--- config.mk ---
export PLATFORM = sky130hd
export DESIGN_NAME = rom_dl_router
export DESIGN_NICKNAME = d
export VERILOG_FILES = /design/src/rtl/rom_dl_router.sv
export SDC_FILE = /design/constraint.sdc
export NUM_CORES = 1
export LEC_CHECK = 0
export BUFFER_PORTS_ARGS = -buffer_cell sky130_fd_sc_hd__buf_2
export CORE_MARGIN = 5
export CORE_UTILIZATION = 43
export DETAILED_ROUTE_END_ITERATION = 7
export GPL_TIMING_DRIVEN = 0
export PLACE_DENSITY_LB_ADDON = 0.3
export SLEW_MARGIN = 25
export SYNTH_ARGS = -nofsm -noshare
export SYNTH_HDL_FRONTEND = slang
export SYNTH_SLANG_ARGS = --single-unit
--- constraint.sdc ---
create_clock -name clk_sys -period 2.9 [get_ports clk_sys]
set_input_delay 0.58 -clock clk_sys [delete_from_list [all_inputs] [get_ports clk_sys]]
set_output_delay 0.58 -clock clk_sys [all_outputs]
set_load 0.01 [all_outputs]
--- src/rtl/rom_dl_router.sv ---
// ROM download router: decodes data_io bytes into SDRAM port regions, optionally packs
// byte pairs into 16-bit words, queues them and issues one req/ack toggle handshake at a time.
module rom_dl_router #(
   parameter int unsigned          NPORTS    = 2,
   parameter logic [NPORTS*25-1:0] PORT_BASE = {25'h10000, 25'h0},
   parameter logic [NPORTS*25-1:0] PORT_SIZE = {25'h10000, 25'h10000},
   parameter bit                   WORD_PACK = 1'b1,
   parameter int unsigned          DEPTH     = 4,
   parameter logic [7:0]           ROM_INDEX = 8'd0
) (
   input  logic              clk_sys,
   input  logic              reset_n,
   input  logic              ioctl_downl,
   input  logic [7:0]        ioctl_index,
   input  logic              ioctl_wr,
   input  logic [24:0]       ioctl_addr,
   input  logic [7:0]        ioctl_dout,
   output logic [NPORTS-1:0] port_req,
   input  logic [NPORTS-1:0] port_ack,
   output logic [22:0]       port_a,
   output logic [1:0]        port_ds,
   output logic [15:0]       port_d,
   output logic              port_we,
   output logic              aux_wr,
   output logic [24:0]       aux_addr,
   output logic [7:0]        aux_dout,
   output logic              busy,
   output logic              overflow,
   output logic              rom_loaded
);
   localparam int SELW = (NPORTS > 1) ? $clog2(NPORTS) : 1;
   localparam int AW   = $clog2(DEPTH);

   typedef struct packed {
      logic [SELW-1:0] sel;
      logic [22:0]     a;
      logic [1:0]      ds;
      logic [15:0]     d;
   } entry_t;

   typedef enum logic {S_IDLE = 1'b0, S_WAIT = 1'b1} state_t;

   logic            wr_last_q, downl_q, rom_dl_q, loaded_pend_q, rom_loaded_q, overflow_q;
   logic            aux_wr_q;
   logic [24:0]     aux_addr_q;
   logic [7:0]      aux_dout_q;
   logic            stg_v_q, stg_hit_q;
   logic [SELW-1:0] stg_sel_q;
   logic [24:0]     stg_off_q;
   logic [7:0]      stg_b_q;
   logic            hold_v_q, hold_v_d;
   logic [SELW-1:0] hold_sel_q, hold_sel_d;
   logic [24:0]     hold_off_q, hold_off_d;
   logic [7:0]      hold_b_q, hold_b_d;
   logic            pend_v_q, pend_v_d;
   entry_t          pend_e_q;
   logic            flush_q;
   entry_t          mem_q [DEPTH];
   logic [AW-1:0]   wp_q, rp_q;
   logic [AW:0]     cnt_q;
   state_t          state_q;
   logic [NPORTS-1:0] port_req_q;
   logic [22:0]     port_a_q;
   logic [1:0]      port_ds_q;
   logic [15:0]     port_d_q;
   logic [SELW-1:0] cur_sel_q;

   logic            accept, rise, fall, dec_hit;
   logic [SELW-1:0] dec_sel;
   logic [24:0]     dec_off;
   logic            push_v, push_ok, drop, pop, fifo_empty, fifo_full;
   entry_t          push_e, lone_e, held_e, pair_e, head;

   assign accept = ioctl_wr & ~wr_last_q & ioctl_downl & (ioctl_index == ROM_INDEX);
   assign rise   = ioctl_downl & ~downl_q;
   assign fall   = ~ioctl_downl & downl_q;

   // Descending scan so the lowest matching port index wins on overlap.
   always_comb begin
      dec_hit = 1'b0;
      dec_sel = '0;
      dec_off = '0;
      for (int i = NPORTS - 1; i >= 0; i--) begin
         if (PORT_SIZE[i*25 +: 25] != 25'd0 &&
             ioctl_addr >= PORT_BASE[i*25 +: 25] &&
             {1'b0, ioctl_addr} < ({1'b0, PORT_BASE[i*25 +: 25]} + {1'b0, PORT_SIZE[i*25 +: 25]})) begin
            dec_hit = 1'b1;
            dec_sel = SELW'(i);
            dec_off = ioctl_addr - PORT_BASE[i*25 +: 25];
         end
      end
   end

   always_ff @(posedge clk_sys or negedge reset_n) begin
      if (!reset_n) begin
         wr_last_q  <= 1'b0;
         aux_wr_q   <= 1'b0;
         aux_addr_q <= '0;
         aux_dout_q <= '0;
         stg_v_q    <= 1'b0;
         stg_hit_q  <= 1'b0;
         stg_sel_q  <= '0;
         stg_off_q  <= '0;
         stg_b_q    <= '0;
      end else begin
         wr_last_q <= ioctl_wr;
         aux_wr_q  <= accept & ~dec_hit;
         if (accept) begin
            aux_addr_q <= ioctl_addr;
            aux_dout_q <= ioctl_dout;
            stg_v_q    <= 1'b1;
            stg_hit_q  <= dec_hit;
            stg_sel_q  <= dec_sel;
            stg_off_q  <= dec_off;
            stg_b_q    <= ioctl_dout;
         end else if (!pend_v_q) begin
            stg_v_q <= 1'b0;
         end
      end
   end

   assign lone_e = '{sel: stg_sel_q, a: stg_off_q[23:1], ds: {stg_off_q[0], ~stg_off_q[0]},
                     d: {stg_b_q, stg_b_q}};
   assign held_e = '{sel: hold_sel_q, a: hold_off_q[23:1], ds: 2'b01, d: {hold_b_q, hold_b_q}};
   assign pair_e = '{sel: hold_sel_q, a: hold_off_q[23:1], ds: 2'b11, d: {stg_b_q, hold_b_q}};

   // A pending second push goes first; the staged byte waits one cycle behind it.
   always_comb begin
      push_v     = 1'b0;
      push_e     = lone_e;
      pend_v_d   = 1'b0;
      hold_v_d   = hold_v_q;
      hold_sel_d = hold_sel_q;
      hold_off_d = hold_off_q;
      hold_b_d   = hold_b_q;
      if (pend_v_q) begin
         push_v = 1'b1;
         push_e = pend_e_q;
      end else if (stg_v_q) begin
         if (!WORD_PACK) begin
            push_v = stg_hit_q;
         end else if (hold_v_q && stg_hit_q && stg_off_q[0] && stg_sel_q == hold_sel_q &&
                      stg_off_q == hold_off_q + 25'd1) begin
            push_v   = 1'b1;
            push_e   = pair_e;
            hold_v_d = 1'b0;
         end else begin
            if (hold_v_q) begin
               push_v   = 1'b1;
               push_e   = held_e;
               hold_v_d = 1'b0;
            end
            if (stg_hit_q) begin
               if (!stg_off_q[0]) begin
                  hold_v_d   = 1'b1;
                  hold_sel_d = stg_sel_q;
                  hold_off_d = stg_off_q;
                  hold_b_d   = stg_b_q;
               end else if (hold_v_q) begin
                  pend_v_d = 1'b1;
               end else begin
                  push_v = 1'b1;
               end
            end
         end
      end else if (flush_q && hold_v_q) begin
         push_v   = 1'b1;
         push_e   = held_e;
         hold_v_d = 1'b0;
      end
   end

   always_ff @(posedge clk_sys or negedge reset_n) begin
      if (!reset_n) begin
         hold_v_q   <= 1'b0;
         hold_sel_q <= '0;
         hold_off_q <= '0;
         hold_b_q   <= '0;
         pend_v_q   <= 1'b0;
         pend_e_q   <= '0;
         flush_q    <= 1'b0;
      end else begin
         hold_v_q   <= hold_v_d;
         hold_sel_q <= hold_sel_d;
         hold_off_q <= hold_off_d;
         hold_b_q   <= hold_b_d;
         pend_v_q   <= pend_v_d;
         if (pend_v_d) pend_e_q <= lone_e;
         flush_q <= fall | (flush_q & (pend_v_q | stg_v_q));
      end
   end

   assign fifo_empty = (cnt_q == '0);
   assign fifo_full  = (cnt_q == (AW+1)'(DEPTH));
   assign head       = mem_q[rp_q];
   assign pop        = (state_q == S_WAIT) && (port_ack[cur_sel_q] == port_req_q[cur_sel_q]);
   assign push_ok    = push_v & (~fifo_full | pop);
   assign drop       = push_v & fifo_full & ~pop;

   always_ff @(posedge clk_sys) begin
      if (push_ok) mem_q[wp_q] <= push_e;
   end

   always_ff @(posedge clk_sys or negedge reset_n) begin
      if (!reset_n) begin
         wp_q  <= '0;
         rp_q  <= '0;
         cnt_q <= '0;
      end else begin
         if (push_ok) wp_q <= wp_q + AW'(1);
         if (pop)     rp_q <= rp_q + AW'(1);
         case ({push_ok, pop})
            2'b10:   cnt_q <= cnt_q + (AW+1)'(1);
            2'b01:   cnt_q <= cnt_q - (AW+1)'(1);
            default: cnt_q <= cnt_q;
         endcase
      end
   end

   // The head entry stays in the FIFO until acknowledged, so the port outputs hold still in WAIT.
   always_ff @(posedge clk_sys or negedge reset_n) begin
      if (!reset_n) begin
         state_q    <= S_IDLE;
         port_req_q <= '0;
         port_a_q   <= '0;
         port_ds_q  <= '0;
         port_d_q   <= '0;
         cur_sel_q  <= '0;
      end else begin
         case (state_q)
            S_IDLE: begin
               if (!fifo_empty) begin
                  port_a_q               <= head.a;
                  port_ds_q              <= head.ds;
                  port_d_q               <= head.d;
                  cur_sel_q              <= head.sel;
                  port_req_q[head.sel]   <= ~port_req_q[head.sel];
                  state_q                <= S_WAIT;
               end
            end
            S_WAIT: begin
               if (pop) state_q <= S_IDLE;
            end
            default: state_q <= S_IDLE;
         endcase
      end
   end

   assign busy = ~fifo_empty | hold_v_q | stg_v_q | pend_v_q | flush_q | (state_q == S_WAIT);

   always_ff @(posedge clk_sys or negedge reset_n) begin
      if (!reset_n) begin
         downl_q       <= 1'b0;
         rom_dl_q      <= 1'b0;
         loaded_pend_q <= 1'b0;
         rom_loaded_q  <= 1'b0;
         overflow_q    <= 1'b0;
      end else begin
         downl_q <= ioctl_downl;
         if (fall)                                         rom_dl_q <= 1'b0;
         else if (ioctl_downl && ioctl_index == ROM_INDEX) rom_dl_q <= 1'b1;
         if (fall && rom_dl_q) begin
            loaded_pend_q <= 1'b1;
         end else if (loaded_pend_q && !busy) begin
            loaded_pend_q <= 1'b0;
            rom_loaded_q  <= 1'b1;
         end
         if (drop)      overflow_q <= 1'b1;
         else if (rise) overflow_q <= 1'b0;
      end
   end

   assign port_req   = port_req_q;
   assign port_a     = port_a_q;
   assign port_ds    = port_ds_q;
   assign port_d     = port_d_q;
   assign port_we    = downl_q;
   assign aux_wr     = aux_wr_q;
   assign aux_addr   = aux_addr_q;
   assign aux_dout   = aux_dout_q;
   assign overflow   = overflow_q;
   assign rom_loaded = rom_loaded_q;
endmodule

# Word-level counts from Yosys, hierarchy flattened
# Memories as Yosys holds them, arrays and structs flattened.
# Index checks and enable logic that the tools add are counted.
[word_totals]
mem_bits_rw = 168
mem_count = 1
register_bits = 198
output_inout_bits = 81
[classes]
order_cmp = 7
addsub = 6
reduce_logical = 24
n_eq_ne = 7
muxes = 51
bitwise_logic = 31
[mem_list]
columns = ["memory", "depth", "width", "rd", "rd_clocked_by_memory_dff", "wr", "line_no", "text"]
rows = [
  ["mem_q", 4, 42, 1, 0, 1, "58", "entry_t mem_q [DEPTH];"],
]
[ops]
columns = ["operator", "count"]
rows = [
  ["$mux 42", 5],
  ["$mux 25", 2],
  ["$mux 1", 40],
  ["$add 25x1->25 const B", 1],
  ["$eq 25x25->1", 1],
  ["$ge 25x1->1 const B", 1],
  ["$ge 25x17->1 const B", 1],
  ["$lt 25x17->1 const B", 1],
  ["$lt 25x18->1 const B", 1],
  ["$sub 25x17->25 const B", 1],
  ["$not 1->1", 13],
  ["$logic_and 1x1->1", 12],
  ["$and 1x1->1", 10],
  ["$reduce_bool 2->1", 5],
  ["$logic_not 8->1", 1],
  ["$or 1x1->1", 8],
  ["$pmux 3 s2", 1],
  ["$reduce_and 2->1", 3],
  ["$reduce_and 5->1", 1],
  ["$add 2x1->2 const B", 2],
  ["$lt 1x2->1 const B", 2],
  ["$add 3x1->3 const B", 1],
  ["$eq 3x3->1 const B", 1],
  ["$logic_not 3->1", 1],
  ["other kinds (10)", 11],
]

# Logic depth before layout (Yosys ltp)
[depth]
word_depth = 11
depth_mapped = 7

# Worst setup path before layout
# OpenSTA, ideal clock, no wires.
[synth_timing]
path_type = "input -> register"
start = "in port_ack[1]"
end = "mem mem_q[2][0] (netlist bit) (enable)"
arrival_ps = 2448
setup_time_ps = 403
n_path_buf = 0
slack_ps = 49
path_stages = 5
path_cell_list = "xor2_1 -> mux2i_1 -> nand2_1 -> a21oi_1 -> and2_1"
[synth_between]
elab_chain_cells = 8
[synth_rtl]
columns = ["element", "line_no", "text"]
rows = [
  ["start, declared", "19", "input logic [NPORTS-1:0] port_ack,"],
  ["$mux 1 (not written as such) (2 in series)", "196", "assign pop = (state_q == S_WAIT) && (port_ack[cur_sel_q] == port_req_q[cur_sel_q]);"],
  ["$eq 1x1->1", "196", ""],
  ["$logic_and 1x1->1", "196", ""],
  ["$or 1x1->1", "197", "assign push_ok = push_v & (~fifo_full | pop);"],
  ["$and 1x1->1", "197", ""],
  ["$mux 1", "201", "if (push_ok) mem_q[wp_q] <= push_e;"],
  ["$mux 1 (not written as such)", "201", ""],
  ["end, declared", "58", ""],
]
# Every way passes these cells. The select of a mux whose other input is x is not followed.

# Worst setup path after layout
[layout_timing]
start = "reg stg_v_q"
end = "out busy"
[layout_between]
elab_chain_cells = 4
[layout_rtl]
columns = ["element", "line_no", "text"]
rows = [
  ["start, declared", "47", "logic stg_v_q, stg_hit_q;"],
  ["start signal, assigned", "100", "stg_v_q <= 1'b0;"],
  ["start signal, assigned", "111", "stg_v_q <= 1'b1;"],
  ["start signal, assigned", "117", "stg_v_q <= 1'b0;"],
  ["$or 1x1->1 (4 in series)", "249", "assign busy = ~fifo_empty | hold_v_q | stg_v_q | pend_v_q | flush_q | (state_q == S_WAIT);"],
  ["end, declared", "27", "output logic busy,"],
]
# Every way passes these cells.

==> summary.md <==
| Metric | Value |
|---|---|
| Hold path depth | 1 |
| Final min period | 2.85 ns |
| Dpl hpwl | 21300 um |
| Top cell type's share of synthesized area | 34.0% |
| Critical Path RT | ~2.3 ns |
| Period utilization | 98.4% |
| Vias in the first global route | 8596 |
| Port bufs | 127 |
| FP Rows | 68 |
| Global-route wire length before repair | 49800 um |
| P_leak | 7.82 nW |
| GRT busiest layer | met2 |
| Actual slew at the worst max-slew pin | approximately 0.8 ns |
| Cell Area, Synth | approximately 15000 um2 |
| Grt met3 use | 3.01% |
| Worst EP arrival | around 2.3 ns |
| Cell taking the most area after synthesis | edfxtp_1 |
| FF+latch count, synth | 358 |
| Ys flop type | dfrtp_1 |
| Routed wire length per instance | 19.4 um |
| Most common cell in the synthesized netlist | dfrtp_1 |
| Routing usage on met2 | 25.7% |
| Reg2Reg Launch Point | stg_v_q$_DFFE_PN0P_ |
| Hold Fails Final Rpt | 0 |
| Fillers | 2894 |
| Slowest stage delay, CP | 0.46 ns |
| Clock-pin transition on the worst setup and hold timing paths | around 0.060 ns |
| Post-synth EDFFs | 168 |
| Overall Power | 13.1 mW |
| Synthesis-to-layout area growth | 17.8% |
| Routability cong. | 0.826 |
| Hold worst-path end | wr_last_q$_DFF_PN0_ |
| Internal | 9.75 mW |
| Worst reg-to-reg setup slack | 0.14 ns |
| ANT nets after route | 0 |
| Sequential Power Share | between 40% and 50% |
| CP Buf/Inv Count | 3 |
| Sequential fraction of the synthesis area | about two thirds |
| Comb pwr share | 17.8% |
| Root buf cell | clkbuf_16 |
| Startpoint Class | register |
| RSZ-0062 raised after global routing | yes |
| DIE HEIGHT | 196 um |
| Max Fanout on Critical Path | 10 |
| Syn Inst Count | 936 |
| Ratio of cells with drive above 1 in the final layout | a little over a third |
| CP delay by family, top | buffers and inverters |
| I/O pins | 128 |
| Setup Skew | around 0.016 ns |
| Crit-path cells | clkbuf_1, clkbuf_1, nor4_4, nand2_1, buf_2 |
| Drt total wl | 31000 um |
| Vias per cell | between 5 and 6 |
| Sw Ratio | 25.5% |
| Hold Startpoint | ioctl_wr |
| Clk_lat worst skew | 0.53 ns |
| Synth top area cells | edfxtp_1 34%, dfrtp_1 32%, mux2_2 11% |
| Core ar. | 34300 um2 |
| Layout Nets | 1164 |
| GR Util met1 | 24.0% |
| Slew margin rel. | 47.5% |
| DR iter-0 viols | 540 |
| Initial antenna violation count | 0 |
| CTS tree | done |
| Critical Path End Type | output pin |
| H-tree depth | 2 |
| Via count | 8356 |
| Ant. Diodes | 0 |
| Min setup slack post-route | 0.0453 ns |
| Hold_ws | 0.188 ns |
| Synth warn | 0 |
| Clock share of power | 37.2% |
| Final Max Tran Viols | 0 |
| CP max-delay cell | nor4_4 |
| # setup viols final | 0 |
| Syn_area_per_cell | 15.8 um2 |
| Pwr per Cell Area | 750 nW/um2 |
| Pre-Repair DR Iteration Count | 5 |
| Syn nets | 989 |
| Fmax | 0.350 GHz |
| Peak VDD IR | between 0.0004 and 0.0005 V |
| Pre-CTS WS | -0.280 ns |
| Worst-case reg-to-reg path depth | 6 |
| CTS Buf Count | 39 |
| Critical path class | register to output pin |
| MaxCap Viol Count | 0 |
| Reg2reg end | mem_q[0][40]$_DFFE_PP_ |
| Largest net degree at the start of global routing | 90 |
| Grt ovf | 0 |
| Placed insts | around 1500 |
| DIE AREA | about 38000 um2 |
| Worst min-delay path category | input pin to register |
| Clock Sinks | 358 |
| Initial Util | between 40 and 50% |
| Post-route DRC violation count | 0 |
| Async SR Flop Fraction | 53.1% |
| Largest buffer count on any clock path | 3 |
| Status | completed |
| Commonest cells post-synth | 190 x dfrtp_1, 168 x edfxtp_1, 140 x mux2_2 |
| Most used cell, CP | clkbuf_1 |
| Total GRT Usage | 16.3% |
| Yosys cell types | between 40 and 50 |
| Die X | 196 um |
| Switching power | approximately 3.3 mW |
| Final cell count without fillers | 1597 |
## layer usage
layer / routed length (um) / vias up
met4: 462 / 0
met1: 14600 / 4242
met2: 14400 / 205
li1: - / 3873
met5: 0 / -
met3: 1540 / 36
## placed cells by master (no fill, tap or decap), types with 10 or more instances in the layout
| cell | count |
|---|---|
| mux2_2 | 140 |
| buf_2 | 135 |
| clkbuf_1 | 41 |
| nand3_1 | 11 |
| clkbuf_16 | 41 |
| xor2_1 | 24 |
| a22o_1 | 16 |
| nor2_1 | 19 |
| a21oi_1 | 13 |
| mux4_2 | 42 |
| o21ai_0 | 42 |
| dfrtp_1 | 190 |
| mux2i_1 | 25 |
| buf_4 | 17 |
| nand2_1 | 59 |
| nor2b_1 | 10 |
| or4_1 | 12 |
| xnor2_1 | 10 |
| inv_1 | 10 |
| edfxtp_1 | 168 |
## layout make-up
| class | instances | area [um2] | share of cell area, % |
|---|---|---|---|
| repair buffers | 134 | 741 | 4.24 |
| well taps | 455 | 569 | 3.26 |
| clock inverters | 18 | 193 | 1.10 |
| inverters | 10 | 37.5 | 0.215 |
| clock buffers | 54 | 1090 | 6.27 |
| multi-input cells | 507 | 4720 | 27.0 |
| flip-flops and latches | 358 | 9800 | 56.1 |
| plain buffers | 61 | 305 | 1.75 |
## through the flow
| step | util [%] | area [um2] | setup TNS [ns] |
|---|---|---|---|
| floorplan | - | 14800 | 0 |
| global placement | 46.7 | 16000 | -567.52 |
| detailed placement | 47.0 | 16100 | -4.75 |
| CTS | 50.9 | 17400 | 0 |
| global route | 50.9 | 17500 | -0.0872 |
| finish | 50.9 | 17500 | 0 |
## flip-flops by register name, summed over array words and instances (netlist names), 2 cells and up
| register | flops |
|---|---|
| stg_off_q | 25 |
| hold_b_q | 8 |
| aux_addr | 25 |
| mem_q | 168 |
| stg_b_q | 8 |
| port_a | 23 |
| wp_q | 2 |
| pend_e_q | 34 |
| cnt_q | 3 |
| port_d | 16 |
| rp_q | 2 |
| port_ds | 2 |
| hold_off_q | 24 |
| port_req | 2 |
## logic make-up after synthesis
group / share of synthesized area, %
compound gates: 4.52
xor+xnor: 2.01
fa+ha+maj: 0.557
buf+inv: 2.30
flops: 66.1
mux: 19.4
simple gates: 5.06
## worst reg2reg max path, delay by kind of cell, from the launching register on
kind	cells	cell delay (ns)
buf+inv	3	1.10
mux	1	0.12
compound gates	2	0.81
flops	1	0.43
## worst max path at each step
stage                                   startpoint                  endpoint  slack [ns]  depth (start not counted)
after floorplan                        port_ack[1]     mem_q[2][0]$_DFFE_PP_        0.05                          5
after global placement                     reset_n  aux_addr[10]$_DFFE_PN0P_       -2.11                          1
after detailed placement  stg_off_q[3]$_DFFE_PN0P_    mem_q[1][15]$_DFFE_PP_       -0.28                          6
after CTS                     hold_v_q$_DFFE_PN0P_                      busy        0.02                          5
after global routing           stg_v_q$_DFFE_PN0P_                      busy       -0.09                          5
final                          stg_v_q$_DFFE_PN0P_                      busy        0.05                          5
## what timing repair did
action | 4_1_cts | 5_1_grt
pin swaps | 1 | 1
endpoints found under the hold margin | 38 | 0
buffers inserted | 3 | 1
setup endpoints to repair | 44 | 9
hold buffers | 1 | 0
gates resized for setup | 3 | 4
## power by group through the flow
stage | registers (mW) | clock network [mW] | logic (mW)
after detailed placement | 6.00 | 0 | 2.39
after global placement | 5.99 | 0 | 2.34
after global routing | 5.95 | 5.24 | 2.57
after floorplan | 6.11 | 0 | 1.43
after CTS | 5.90 | 5.00 | 2.41
final | 5.89 | 4.88 | 2.32
Power figures use the tool's default switching activity.
